**config.mk**
```make
export PLATFORM = sky130hd
export DESIGN_NAME = mat_inv_feeder
export DESIGN_NICKNAME = d
export VERILOG_FILES = /design/src/rtl/mat_inv_feeder.sv
export SDC_FILE = /design/constraint.sdc
export NUM_CORES = 1
export LEC_CHECK = 0
export ABC_AREA = 1
export BUFFER_PORTS_ARGS = -buffer_cell sky130_fd_sc_hd__buf_2
export CAP_MARGIN = 20
export CORE_ASPECT_RATIO = 2
export CORE_MARGIN = 2
export CORE_UTILIZATION = 35
export DETAILED_ROUTE_END_ITERATION = 12
export HOLD_SLACK_MARGIN = 0.06
export PLACE_DENSITY = 0.62
export RECOVER_POWER = 100
export SLEW_MARGIN = 25
export SYNTH_ARGS = -nofsm -noshare
export SYNTH_HDL_FRONTEND = slang
export SYNTH_SLANG_ARGS = --single-unit
```
**constraint.sdc**
```tcl
create_clock -name clk -period 9.2 [get_ports clk]
set_input_delay 0.92 -clock clk [delete_from_list [all_inputs] [get_ports clk]]
set_output_delay 0.92 -clock clk [all_outputs]
set_load 0.01 [all_outputs]
```
**src/rtl/mat_inv_feeder.sv**
```systemverilog
// Matrix-inverse feeder: accumulates the moment sums n, sum(x) and sum(x^2)
// over a batch of regressor samples, then holds them with a start level
// until the inverse block answers with inv_valid or the wait times out.
module mat_inv_feeder #(
    parameter int X_W     = 8,
    parameter int LEN_W   = 12,
    parameter int SIG0_W  = 21,
    parameter int SIG1_W  = 20,
    parameter int SIG2_W  = 32,
    parameter int TIMEOUT = 256
) (
    input  logic              clk,
    input  logic              rst,
    input  logic              cmd_valid,
    input  logic [LEN_W-1:0]  batch_len,
    output logic              busy,
    input  logic              x_valid,
    input  logic [X_W-1:0]    x_data,
    output logic              x_ready,
    output logic              start,
    output logic [SIG0_W-1:0] sig0,
    output logic [SIG1_W-1:0] sig1,
    output logic [SIG2_W-1:0] sig2,
    input  logic              inv_valid,
    output logic              done,
    output logic              err
);

    localparam logic [1:0] S_IDLE  = 2'd0;
    localparam logic [1:0] S_ACCUM = 2'd1;
    localparam logic [1:0] S_SEND  = 2'd2;
    localparam logic [1:0] S_WAIT  = 2'd3;

    // Wait counter spans 0..TIMEOUT-1; keep at least one bit for TIMEOUT=1.
    localparam int TW = (TIMEOUT > 1) ? $clog2(TIMEOUT) : 1;
    localparam logic [TW-1:0] WAIT_LAST = TW'(TIMEOUT - 1);

    logic [1:0]       state;
    logic [LEN_W-1:0] len_q;
    logic [LEN_W-1:0] cnt;
    logic [TW-1:0]    wcnt;
    logic             take;

    // Full-width square, zero-extended into the sum-of-squares width.
    // The accumulator is wide enough for a full batch, so no saturation.
    function automatic logic [SIG2_W-1:0] square_ext(input logic [X_W-1:0] x);
        logic [2*X_W-1:0] xe;
        xe = {{X_W{1'b0}}, x};
        return SIG2_W'(xe * xe);
    endfunction

    assign x_ready = (state == S_ACCUM);
    assign start   = (state == S_SEND) || (state == S_WAIT);
    assign busy    = (state != S_IDLE);
    assign take    = x_valid && x_ready;

    // Control FSM, moment accumulators and completion pulses.
    always_ff @(posedge clk) begin
        if (rst) begin
            state <= S_IDLE;
            len_q <= '0;
            cnt   <= '0;
            wcnt  <= '0;
            sig0  <= '0;
            sig1  <= '0;
            sig2  <= '0;
            done  <= 1'b0;
            err   <= 1'b0;
        end else begin
            done <= 1'b0;
            err  <= 1'b0;
            case (state)
                S_IDLE: begin
                    if (cmd_valid) begin
                        if (batch_len != '0) begin
                            len_q <= batch_len;
                            cnt   <= '0;
                            sig0  <= '0;
                            sig1  <= '0;
                            sig2  <= '0;
                            state <= S_ACCUM;
                        end else begin
                            err <= 1'b1;
                        end
                    end
                end
                S_ACCUM: begin
                    if (take) begin
                        sig0 <= sig0 + SIG0_W'(1);
                        sig1 <= sig1 + SIG1_W'(x_data);
                        sig2 <= sig2 + square_ext(x_data);
                        cnt  <= cnt + LEN_W'(1);
                        // Last sample: leave ACCUM so x_ready drops next cycle.
                        if (cnt == len_q - LEN_W'(1)) begin
                            state <= S_SEND;
                        end
                    end
                end
                S_SEND: begin
                    wcnt  <= '0;
                    state <= S_WAIT;
                end
                S_WAIT: begin
                    // inv_valid takes priority over a timeout in the same cycle.
                    if (inv_valid) begin
                        done  <= 1'b1;
                        state <= S_IDLE;
                    end else if (wcnt == WAIT_LAST) begin
                        err   <= 1'b1;
                        state <= S_IDLE;
                    end else begin
                        wcnt <= wcnt + TW'(1);
                    end
                end
                default: state <= S_IDLE;
            endcase
        end
    end

endmodule

```
==> flow_summary.rst, run 1 <==
.. list-table::
   :header-rows: 1

   * - Metric
     - Value
   * - Placer congestion estimate
     - 0.912
   * - Peak supply drop
     - 0.167 mV
   * - Vias in the first global route
     - 7,780
   * - Number of nets still failing antenna checks after routing
     - 0
   * - Net count of the mapped netlist
     - 1,323
   * - TritonCTS Buffers
     - 9
   * - Insertion delay of the later-clocked pin in the worst-skew pair
     - 370 ps
   * - Tightest Pin Transition
     - 3280 ps
   * - Peak fanout along the critical path
     - 69
   * - Area Growth Syn to Fin
     - 10.5%
   * - Post-Route Setup TNS
     - 0 ps
   * - Die outline area
     - 0.0249 mm2
   * - Clock sinks
     - 109
   * - Crit path launch type
     - register
   * - Achievable Freq
     - 179 MHz
   * - Hold buffer count at CTS
     - 0
   * - Number of pins exceeding their max-slew limit in the final report
     - 117
   * - Ratio of routed vias to standard cells
     - 5.04
   * - Max-slew headroom
     - -1.19
   * - DRC violation total after the first TritonRoute iteration
     - 319
   * - Setup Buffers After CTS
     - 0
   * - Most frequent cell after synthesis
     - nand2_1
   * - Type of the most critical hold path
     - reg2reg
   * - Share of the clock period used by the worst path after layout
     - 0.607
   * - Sequential fraction of the synthesis area
     - 0.265
   * - Layout Skew
     - 7.08 ps
   * - Number of antenna violations at the first check in global routing
     - 0
   * - Synth Warn #
     - 0
   * - PD cells
     - 221 mW/mm2
   * - Setup repair after global routing missed its margin
     - false
   * - Violations in the final reports
     - max-capacitance violations, max-slew violations
   * - Avg Inst Size Synth
     - 6.87 um2
   * - EDFF count, synth
     - 0
   * - Routed Wire Length
     - 23,600 um
   * - Detailed-routing iteration count for the pre-antenna-repair pass
     - 5
   * - Synthesized flop and latch total
     - 109
   * - Area of the placeable core
     - 0.0232 mm2
   * - Initial core utilization
     - 0.355
   * - CTS Buffer Depth
     - 2
   * - Placed cell count
     - 1,554
   * - Boundary pin count
     - 103
   * - Total internal power
     - 1.07 mW
   * - Final setup fails
     - 0
   * - Share of the core filled with cells in the final layout
     - 0.392
   * - Combinational share of power
     - 0.519
   * - Final hold viol count
     - 0
   * - Syn Std Cell Area
     - 0.00825 mm2
   * - Required time of the worst setup path
     - 9500 ps
   * - Routed length per placed instance
     - 15.0 um
   * - Total grt overflow
     - 0
   * - Part of the total power dissipated in sequential elements
     - 0.273
   * - FFs w/ async S/R, synth
     - 0
   * - Count of cells resized by post-cts repair
     - 0
   * - Data arrival time of the critical path
     - 5880 ps
   * - Library cell used as clock root buffer
     - clkbuf_16
   * - Fraction of power spent switching nets
     - 0.468
   * - Clock tree from TritonCTS
     - yes
   * - Clk slew on worst S/H paths
     - 80 ps
   * - Kind of capture point of the worst setup path
     - register
   * - Wire length of the first global-routing pass
     - 37,700 um
   * - Number of antenna cells inserted
     - 0
   * - Synth area leaders
     - dfxtp_1, nand2_1, fa_1, ha_1, inv_1
   * - DIE WIDTH
     - 113 um
   * - Count of maximum capacitance violations
     - 2
   * - H-tree levels
     - 3
   * - Fraction of power consumed by the clock network
     - 0.208
   * - Detail Placement HPWL
     - 18,700 um
   * - Run status
     - complete, but fails checks
   * - Row count
     - 79
   * - Post-synth cell types
     - 45
   * - Total track usage
     - 0.191
   * - Most used standard cells in the synthesized netlist
     - nand2_1, inv_1, nor2_1
   * - Vias post-DR
     - 7,901
   * - Share of final-layout standard cells stronger than drive strength 1
     - 0.0412
   * - Startpoint-to-endpoint class of the critical path
     - reg2reg
   * - Count of non-filler cells in the finished layout
     - 1,569
   * - Final-stage net count
     - 1,404
   * - Area fraction of the dominant cell type after synthesis
     - 0.265
   * - Flip-flop cell with the highest count after synthesis
     - dfxtp_1
   * - Area leader, netlist
     - dfxtp_1
   * - Number of remaining DRC errors
     - 0
   * - Vertical die dimension
     - 221 um
   * - Count of filler cells inserted in the layout
     - 2,507
   * - Pin count of the biggest net entering global routing
     - 70
   * - P_sw
     - 941 uW
   * - Post-synthesis instance total
     - 1,201
   * - Number of port buffers
     - 102
   * - Leakage power
     - 4.04 nW
   * - Final critical path time including I/O delays and setup
     - 5580 ps
[worst max-delay path, stage by stage, from the launching register on]
cell	delay, ps
dfxtp_1	390
ha_1	510
inv_1	360
or2_2	390
nand3_1	150
clkbuf_1	2330
nor2_1	790
nand3_1	300
o21ai_0	100
nor2_1	150
[metrics by stage]
step	total power [mW]	instance area [um2]	hold slack, ps	worst slack (ps)
floorplan	1.37	8250	441	4390
global placement	1.62	8940	457	4060
detailed placement	1.63	8940	464	4070
CTS	2.05	9250	482	4440
global route	2.20	9110	514	3080
finish	2.01	9110	480	3620
[cells by family after synthesis]
kind of cell / share of synthesized area
XOR/XNOR: 0.0382
flip-flops: 0.265
multiplexers: 0.00121
adder cells (fa/ha/maj): 0.182
buffers and inverters: 0.107
AND/OR/NAND/NOR: 0.281
AO/OA/AOI/OAI: 0.126
[final cells by class]
type / count / area, um2 / share of cell area
Clock buffer: 10 / 239 / 0.0262
Inverter: 186 / 699 / 0.0768
Clock inverter: 5 / 66.3 / 0.00728
Multi-Input combinational cell: 872 / 5150 / 0.565
Sequential cell: 109 / 2180 / 0.240
Tap cell: 283 / 354 / 0.0389
Timing Repair Buffer: 104 / 419 / 0.0460
[power by group through the flow]
stage | clock (mW) | combinational [mW] | sequential [mW]
after floorplan | 0 | 0.820 | 0.555
after global routing | 0.451 | 1.20 | 0.553
after detailed placement | 0 | 1.07 | 0.559
final | 0.418 | 1.04 | 0.548
after global placement | 0 | 1.06 | 0.558
after CTS | 0.433 | 1.07 | 0.548
[final timing paths]
| path | from | end | slack, ps | cells past startpoint |
|---|---|---|---|---|
| worst max register to register | state[0] | sig1[19] | 3620 | 9 |
| worst min-delay path | cnt[2] | cnt[2] | 480 | 1 |
| worst max-delay path | state[0] | sig1[19] | 3620 | 9 |
| worst min register to register | cnt[2] | cnt[2] | 480 | 1 |
[flip-flops by register name (all words and copies together) (netlist names)]
name and flops:
err 1, sig1 20, cnt 12, done 1
sig2 32, len_q 12, state 2, sig0 21
wcnt 8
[cell usage in the layout, fill, tap and decap left out, drive strengths merged]
cell type / netlist / routed
a21o: 1 / 1
o21ai: 59 / 59
o211a: 1 / 1
nor3: 36 / 36
nor2: 137 / 137
buf: 17 / 23
a31o: 1 / 1
a31oi: 6 / 6
nand4: 15 / 15
xor2: 21 / 21
clkinv: 1 / 1
o21bai: 5 / 5
nand3b: 2 / 2
a22oi: 5 / 5
fa: 38 / 38
o211ai: 1 / 1
or2: 5 / 5
nand3: 73 / 73
nor3b: 2 / 2
o21a: 2 / 2
nand2: 268 / 268
bufinv: 0 / 1
clkbuf: 17 / 91
a21boi: 1 / 1
mux2i: 1 / 1
inv: 185 / 188
nor4: 4 / 4
dfxtp: 109 / 109
ha: 59 / 59
xnor2: 15 / 15
and3: 2 / 2
a211oi: 1 / 1
clkinvlp: 0 / 1
nor4b: 1 / 1
a21oi: 110 / 110
[per-layer routing]
metal | global-route usage | part of all wire | wire length [um] | up-vias
li1 | - | - | - | 4014
met1 | 0.168 | 0.34 | 8080 | 3630
met2 | 0.381 | 0.57 | 13400 | 176
met3 | 0.0288 | 0.026 | 602 | 81
met4 | 0.129 | 0.065 | 1530 | 0
met5 | 0 | 0 | 0 | -
Power figures use the tool's default switching activity.
==> inputs of run 2 (changes only) <==
==> constraint.sdc (replaced) <==
create_clock -name clk -period 5.3 [get_ports clk]
set_input_delay 0.53 -clock clk [delete_from_list [all_inputs] [get_ports clk]]
set_output_delay 0.53 -clock clk [all_outputs]
set_load 0.01 [all_outputs]
==> run 2 against run 1 <==
The flow now finishes without violations. Clock skew is essentially flat. Power grew 71%. Clock power grew 63%. Worst hold slack lost 88 ps. Die area is the same. Via count shrank 0.22%. Cell area shrank 0.11%. Critical path type is now in2reg. Largest cell class unchanged. Highest routed layer unchanged.
==> flow_summary.rst, run 2 (synthesis results as in run 1) <==
.. list-table::
   :header-rows: 1

   * - Metric
     - Value
   * - Run status
     - complete, no violations
   * - Data arrival time of the critical path
     - 4700 ps (-1180 ps)
   * - Pin count of the biggest net entering global routing
     - 52 (-26%)
   * - DRC violation total after the first TritonRoute iteration
     - 274 (-14%)
   * - Share of final-layout standard cells stronger than drive strength 1
     - 0.0428 (+0.00156)
   * - Share of the clock period used by the worst path after layout
     - 0.836
   * - Crit path launch type
     - input pin
   * - Clock tree from TritonCTS
     - yes
   * - Insertion delay of the later-clocked pin in the worst-skew pair
     - 370 ps (about the same)
   * - Initial core utilization
     - 0.355 (unchanged)
   * - CTS Buffer Depth
     - 2 (unchanged)
   * - Hold buffer count at CTS
     - 0 (unchanged)
   * - Max-slew headroom
     - 0.223 (+1.41)
   * - Post-Route Setup TNS
     - 0 ps (unchanged)
   * - Area taken by flip-flops and latches
     - 0.00218 mm2 (unchanged)
   * - Flip-flop count of the largest register after layout
     - 32 (unchanged)
   * - Final-stage net count
     - 1,404 (unchanged)
   * - Routed length per placed instance
     - 15.1 um (+0.47%)
   * - Required time of the worst setup path
     - 5570 ps (-3930 ps)
   * - Number of nets still failing antenna checks after routing
     - 0 (unchanged)
   * - P_sw
     - 1.64 mW (+74%)
   * - Combinational share of power
     - 0.526 (+0.007)
   * - PD cells
     - 378 mW/mm2 (+72%)
   * - Boundary pin count
     - 103 (unchanged)
   * - Vias post-DR
     - 7,884 (-0.22%)
   * - Area of the placeable core
     - 0.0232 mm2 (unchanged)
   * - Vertical die dimension
     - 221 um (unchanged)
   * - Detail Placement HPWL
     - 18,900 um (+1.3%)
   * - TritonCTS Buffers
     - 9 (unchanged)
   * - Biggest registers after layout
     - sig2 (32), sig0 (21), sig1 (20)
   * - Vias in the first global route
     - 8,005 (+2.9%)
   * - Fraction of power spent switching nets
     - 0.477 (+0.00809)
   * - DIE WIDTH
     - 113 um (unchanged)
   * - Number of antenna violations at the first check in global routing
     - 0 (unchanged)
   * - Commonest cells after routing, fill and taps aside
     - nand2_1, inv_1, nor2_1
   * - Library cell used as clock root buffer
     - clkbuf_16
   * - Number of antenna cells inserted
     - 0 (unchanged)
   * - Total internal power
     - 1.80 mW (+69%)
   * - Final setup fails
     - 0 (unchanged)
   * - Placer congestion estimate
     - 0.901 (-1.3%)
   * - Register containing the most flip-flops in the final layout
     - sig2
   * - Number of port buffers
     - 102 (unchanged)
   * - Detailed-routing iteration count for the pre-antenna-repair pass
     - 5 (unchanged)
   * - Layout Skew
     - 7.28 ps (+0.201 ps)
   * - Setup repair after global routing missed its margin
     - false
   * - Part of the total power dissipated in sequential elements
     - 0.276 (+0.003)
   * - Startpoint-to-endpoint class of the critical path
     - in2reg
   * - Worst hold margin
     - 393 ps (-87.9 ps)
   * - Leakage power
     - 4.04 nW (about the same)
   * - Wire length of the first global-routing pass
     - 39,000 um (+3.4%)
   * - Final critical path time including I/O delays and setup
     - 4430 ps
   * - Multi-input gate area in the final layout
     - 0.00513 mm2 (-0.24%)
   * - Row count
     - 79 (unchanged)
   * - Peak fanout along the critical path
     - 10 (-86%)
   * - Count of cells resized by post-cts repair
     - 0 (unchanged)
   * - Most common cell after layout, fill and taps aside
     - nand2_1
   * - Count of maximum capacitance violations
     - 0 (-2)
   * - Number of remaining DRC errors
     - 0 (unchanged)
   * - Tightest Pin Transition
     - 1170 ps (-2110 ps)
   * - Count of filler cells inserted in the layout
     - 2,539 (+1.3%)
   * - Fraction of power consumed by the clock network
     - 0.198 (-0.010)
   * - Clock sinks
     - 109 (unchanged)
   * - Achievable Freq
     - 226 MHz
   * - Total grt overflow
     - 0 (unchanged)
   * - Ratio of routed vias to standard cells
     - 5.02 (-0.22%)
   * - Die outline area
     - 0.0249 mm2 (unchanged)
   * - Area Growth Syn to Fin
     - 10.3%
   * - Kind of capture point of the worst setup path
     - register
   * - Total track usage
     - 0.198 (+0.00659)
   * - H-tree levels
     - 3 (unchanged)
   * - Clk slew on worst S/H paths
     - 80 ps (about the same)
   * - Peak supply drop
     - 0.225 mV (+35%)
   * - Type of the most critical hold path
     - in2reg
   * - Number of pins exceeding their max-slew limit in the final report
     - 0 (-100%)
   * - Setup Buffers After CTS
     - 0 (unchanged)
   * - Routed Wire Length
     - 23,700 um (+0.47%)
   * - Final hold viol count
     - 0 (unchanged)
[run 2: routing by layer]
layer,GRT usage,up-vias,routed length [um]
met5,0,-,0
met4,0.134,0,1690
met3,0.0282,87,645
met2,0.390,171,13300
met1,0.179,3622,8090
li1,-,4004,-
[run 2: stage by stage]
stage	power (mW)	std cells	setup slack, ps	instance area, um2	util
after floorplan	2.39	1201	880	8250	-
after global placement	2.81	1553	525	8930	0.385
after detailed placement	2.83	1553	465	8930	0.385
after CTS	3.53	1568	871	9210	0.397
after global routing	3.79	1569	401	9100	0.392
final	3.44	1569	871	9100	0.392
[run 2: worst max-delay path, stage by stage]
cell	delay [ps]
buf_2	230
nand2_1	160
xor2_1	180
ha_1	180
o21bai_1	170
fa_1	510
fa_1	550
inv_1	50
fa_1	530
inv_1	40
ha_1	340
nand2_1	90
nor2_1	200
nand2_1	70
o21ai_0	310
nand2_1	90
nand2_1	140
nand2_1	60
inv_1	90
nand2_1	50
nand2_1	60
nor2_1	50
[run 2: power by group through the flow]
stage	clock network, mW	registers (mW)	logic [mW]
after floorplan	0	0.963	1.42
after global placement	0	0.967	1.84
after detailed placement	0	0.968	1.86
after CTS	0.708	0.949	1.87
after global routing	0.737	0.959	2.09
final	0.682	0.949	1.81
[run 2: layout make-up]
type                    count  area share
repair buffers            104      0.0490
clock inverters             5     0.00468
clock buffers              10      0.0263
well taps                 283      0.0389
multi-input cells         872       0.564
inverters                 186      0.0769
flip-flops and latches    109       0.240
[run 2: path summary, 6_finish.rpt]
check	depth (start not counted)	end	from	slack, ps
hold / removal	3	len_q[10]	batch_len[10]	390
setup reg to reg	10	sig1[19]	state[1]	930
hold reg to reg	1	cnt[11]	cnt[11]	490
setup / recovery	22	sig2[20]	x_data[1]	870
==> inputs of run 3 (changes only) <==
==> constraint.sdc (replaced) <==
create_clock -name clk -period 4.25 [get_ports clk]
set_input_delay 0.425 -clock clk [delete_from_list [all_inputs] [get_ports clk]]
set_output_delay 0.425 -clock clk [all_outputs]
set_load 0.01 [all_outputs]
==> run 3 against run 2 <==
Count of clock-buffer cells in the layout up 1. Cell area up 4.9%. Power is 37% higher. Sequential cell count is the same. Critical endpoint is now sig2[27].
==> flow_summary.rst, run 3 (synthesis results as in run 1) <==
.. list-table::
   :header-rows: 1

   * - Metric
     - Value
   * - Detailed-routing iteration count for the pre-antenna-repair pass
     - 5 (unchanged)
   * - Library cell used as clock root buffer
     - clkbuf_16
   * - Ratio of routed vias to standard cells
     - 5.00 (-0.54%)
   * - Max-slew headroom
     - 0.0713 (-0.152)
   * - Insertion delay of the later-clocked pin in the worst-skew pair
     - 370 ps (about the same)
   * - Routed length per placed instance
     - 14.7 um (-2.9%)
   * - H-tree levels
     - 3 (unchanged)
   * - Placer congestion estimate
     - 0.870 (-3.4%)
   * - Number of nets still failing antenna checks after routing
     - 0 (unchanged)
   * - CTS Buffer Depth
     - 2 (unchanged)
   * - Vias in the first global route
     - 8,038 (+0.41%)
   * - Final critical path time including I/O delays and setup
     - 4030 ps
   * - Non-Filler Cell Area, Final
     - 0.00954 mm2 (+4.9%)
   * - DIE WIDTH
     - 113 um (unchanged)
   * - Wire length of the first global-routing pass
     - 38,700 um (-0.83%)
   * - Worst hold margin
     - 293 ps (-99.7 ps)
   * - Crit path max-delay cell type
     - fa_1
   * - Gate family responsible for the most delay along the worst path
     - adder cells
   * - Final hold viol count
     - 0 (unchanged)
   * - Cell repeated most along the worst path
     - nand2_1
   * - Initial core utilization
     - 0.355 (unchanged)
   * - Achievable Freq
     - 248 MHz
   * - Detail Placement HPWL
     - 19,100 um (+1.0%)
   * - Boundary pin count
     - 103 (unchanged)
   * - Tightest Pin Transition
     - 1390 ps (+227 ps)
   * - Vertical die dimension
     - 221 um (unchanged)
   * - Most common cell after layout, fill and taps aside
     - nand2_1
   * - Kind of capture point of the worst setup path
     - register
   * - Count of maximum capacitance violations
     - 0 (unchanged)
   * - Row count
     - 79 (unchanged)
   * - Number of port buffers
     - 102 (unchanged)
   * - Setup Slack @ Placement
     - -203 ps (-668 ps)
   * - Peak supply drop
     - 0.440 mV (+96%)
   * - Commonest cells after routing, fill and taps aside
     - nand2_1, inv_1, nor2_1
   * - Clock sinks
     - 109 (unchanged)
   * - Count of filler cells inserted in the layout
     - 2,477 (-2.4%)
   * - TritonCTS Buffers
     - 9 (unchanged)
   * - Smallest setup slack after layout
     - 216 ps (-655 ps)
   * - Total design power
     - 4.70 mW (+37%)
   * - Post-Route Setup TNS
     - 0 ps (unchanged)
   * - Clk slew on worst S/H paths
     - 80 ps (about the same)
   * - Startpoint-to-endpoint class of the critical path
     - reg2reg
   * - Number of antenna cells inserted
     - 0 (unchanged)
   * - Worst path bufs/invs
     - 2 (-2)
   * - Number of remaining DRC errors
     - 0 (unchanged)
   * - Share of final-layout standard cells stronger than drive strength 1
     - 0.0884 (+0.0456)
   * - Crit path launch type
     - register
   * - Vias post-DR
     - 8,086 (+2.6%)
   * - Data arrival time of the critical path
     - 4300 ps (-400 ps)
   * - Routed Wire Length
     - 23,700 um (+0.15%)
   * - PD cells
     - 493 mW/mm2 (+30%)
   * - Area Growth Syn to Fin
     - 15.7%
   * - Total grt overflow
     - 0 (unchanged)
   * - Leakage power
     - 4.29 nW (+6.2%)
   * - Peak fanout along the critical path
     - 4 (-6)
   * - Largest stage delay, worst path
     - 560 ps (about the same)
   * - Flip-flop count of the largest register after layout
     - 32 (unchanged)
   * - Die outline area
     - 0.0249 mm2 (unchanged)
   * - Register containing the most flip-flops in the final layout
     - sig2
   * - Pin count of the biggest net entering global routing
     - 47 (-9.6%)
   * - Final-stage net count
     - 1,452 (+3.4%)
   * - Area of the placeable core
     - 0.0232 mm2 (unchanged)
   * - Run status
     - complete, no violations
   * - Biggest registers after layout
     - sig2 (32), sig0 (21), sig1 (20)
   * - Layout Skew
     - 11.7 ps (+4.44 ps)
   * - DRC violation total after the first TritonRoute iteration
     - 326 (+19%)
   * - Total track usage
     - 0.194 (-0.00327)
   * - Required time of the worst setup path
     - 4520 ps (-1050 ps)
   * - Number of pins exceeding their max-slew limit in the final report
     - 0 (unchanged)
   * - Setup repair after global routing missed its margin
     - true
   * - Share of the clock period used by the worst path after layout
     - 0.949
   * - Post-DP Area
     - 0.00929 mm2 (+4.0%)
   * - Number of antenna violations at the first check in global routing
     - 0 (unchanged)
   * - Final setup fails
     - 0 (unchanged)
   * - Clock tree from TritonCTS
     - yes
   * - Type of the most critical hold path
     - in2reg
   * - Critical Path, Cell by Cell
     - fa_1 -> fa_1 -> inv_1 -> fa_1 -> fa_1 -> inv_1 -> ha_1 -> nand3_1 -> nand2_1 -> nand3_1 -> nand2_1 -> nand3_1 -> nand2_1 -> nand2_1 -> nor3_1 -> nand2_1 -> nand2_1 -> nor2_1
run 3: cell types whose count changed in the layout (fill, tap and decap cells not counted), moves of 4 or more:
cell | previous run | this run
o21ai_1 | 0 | 5
a21oi_1 | 110 | 106
a21oi_2 | 0 | 4
o21ai_0 | 58 | 50
buf_4 | 0 | 48
run 3: metal layers:
layer | vias up | global-route usage | share of wire
li1 | 4104 | - | -
met1 | 3788 | 0.181 | 0.35
met2 | 141 | 0.397 | 0.58
met3 | 53 | 0.0244 | 0.024
met4 | 0 | 0.0968 | 0.043
met5 | - | 0 | 0
run 3: worst paths after layout:
path	start	slack [ps]	cells past startpoint	to
worst min-delay path	batch_len[6]	290	3	len_q[6]
worst max register to register	sig2[6]	220	18	sig2[27]
worst min register to register	sig2[13]	480	2	sig2[13]
worst max-delay path	sig2[6]	220	18	sig2[27]
run 3: area by class of cell:
class,count,area (um2),area share
Multi-Input combinational cell,872,5230,0.548
Sequential cell,109,2180,0.229
Timing Repair Buffer,152,786,0.0823
Inverter,186,699,0.0733
Tap cell,283,354,0.0371
Clock buffer,11,233,0.0244
Clock inverter,5,60.1,0.00629
run 3: what timing repair did:
action	4_1_cts	5_1_grt
setup buffers	0	1
hold endpoints to repair	0	0
resized for setup	0	13
hold buffers	0	0
setup endpoints to repair	0	12
run 3: stage by stage:
stage | std cells | util
after floorplan | 1201 | -
after global placement | 1601 | 0.400
after detailed placement | 1601 | 0.400
after CTS | 1617 | 0.413
after global routing | 1618 | 0.411
final | 1618 | 0.411
run 3: worst reg2reg max path, delay by kind of cell, from the launching register on:
kind,cells,cell delay [ps]
adders and majority gates,5,2430
and+or+nand+nor,11,1070
DFF,1,350
buffers and inverters,2,90
run 3: power breakdown:
group	switching, mW	internal (mW)	leakage (nW)	total [mW]
sequential	0.0836	1.10	0.882	1.19
combinational	1.63	1.01	3.27	2.64
clock	0.416	0.461	0.140	0.877
total	2.13	2.58	4.29	4.70
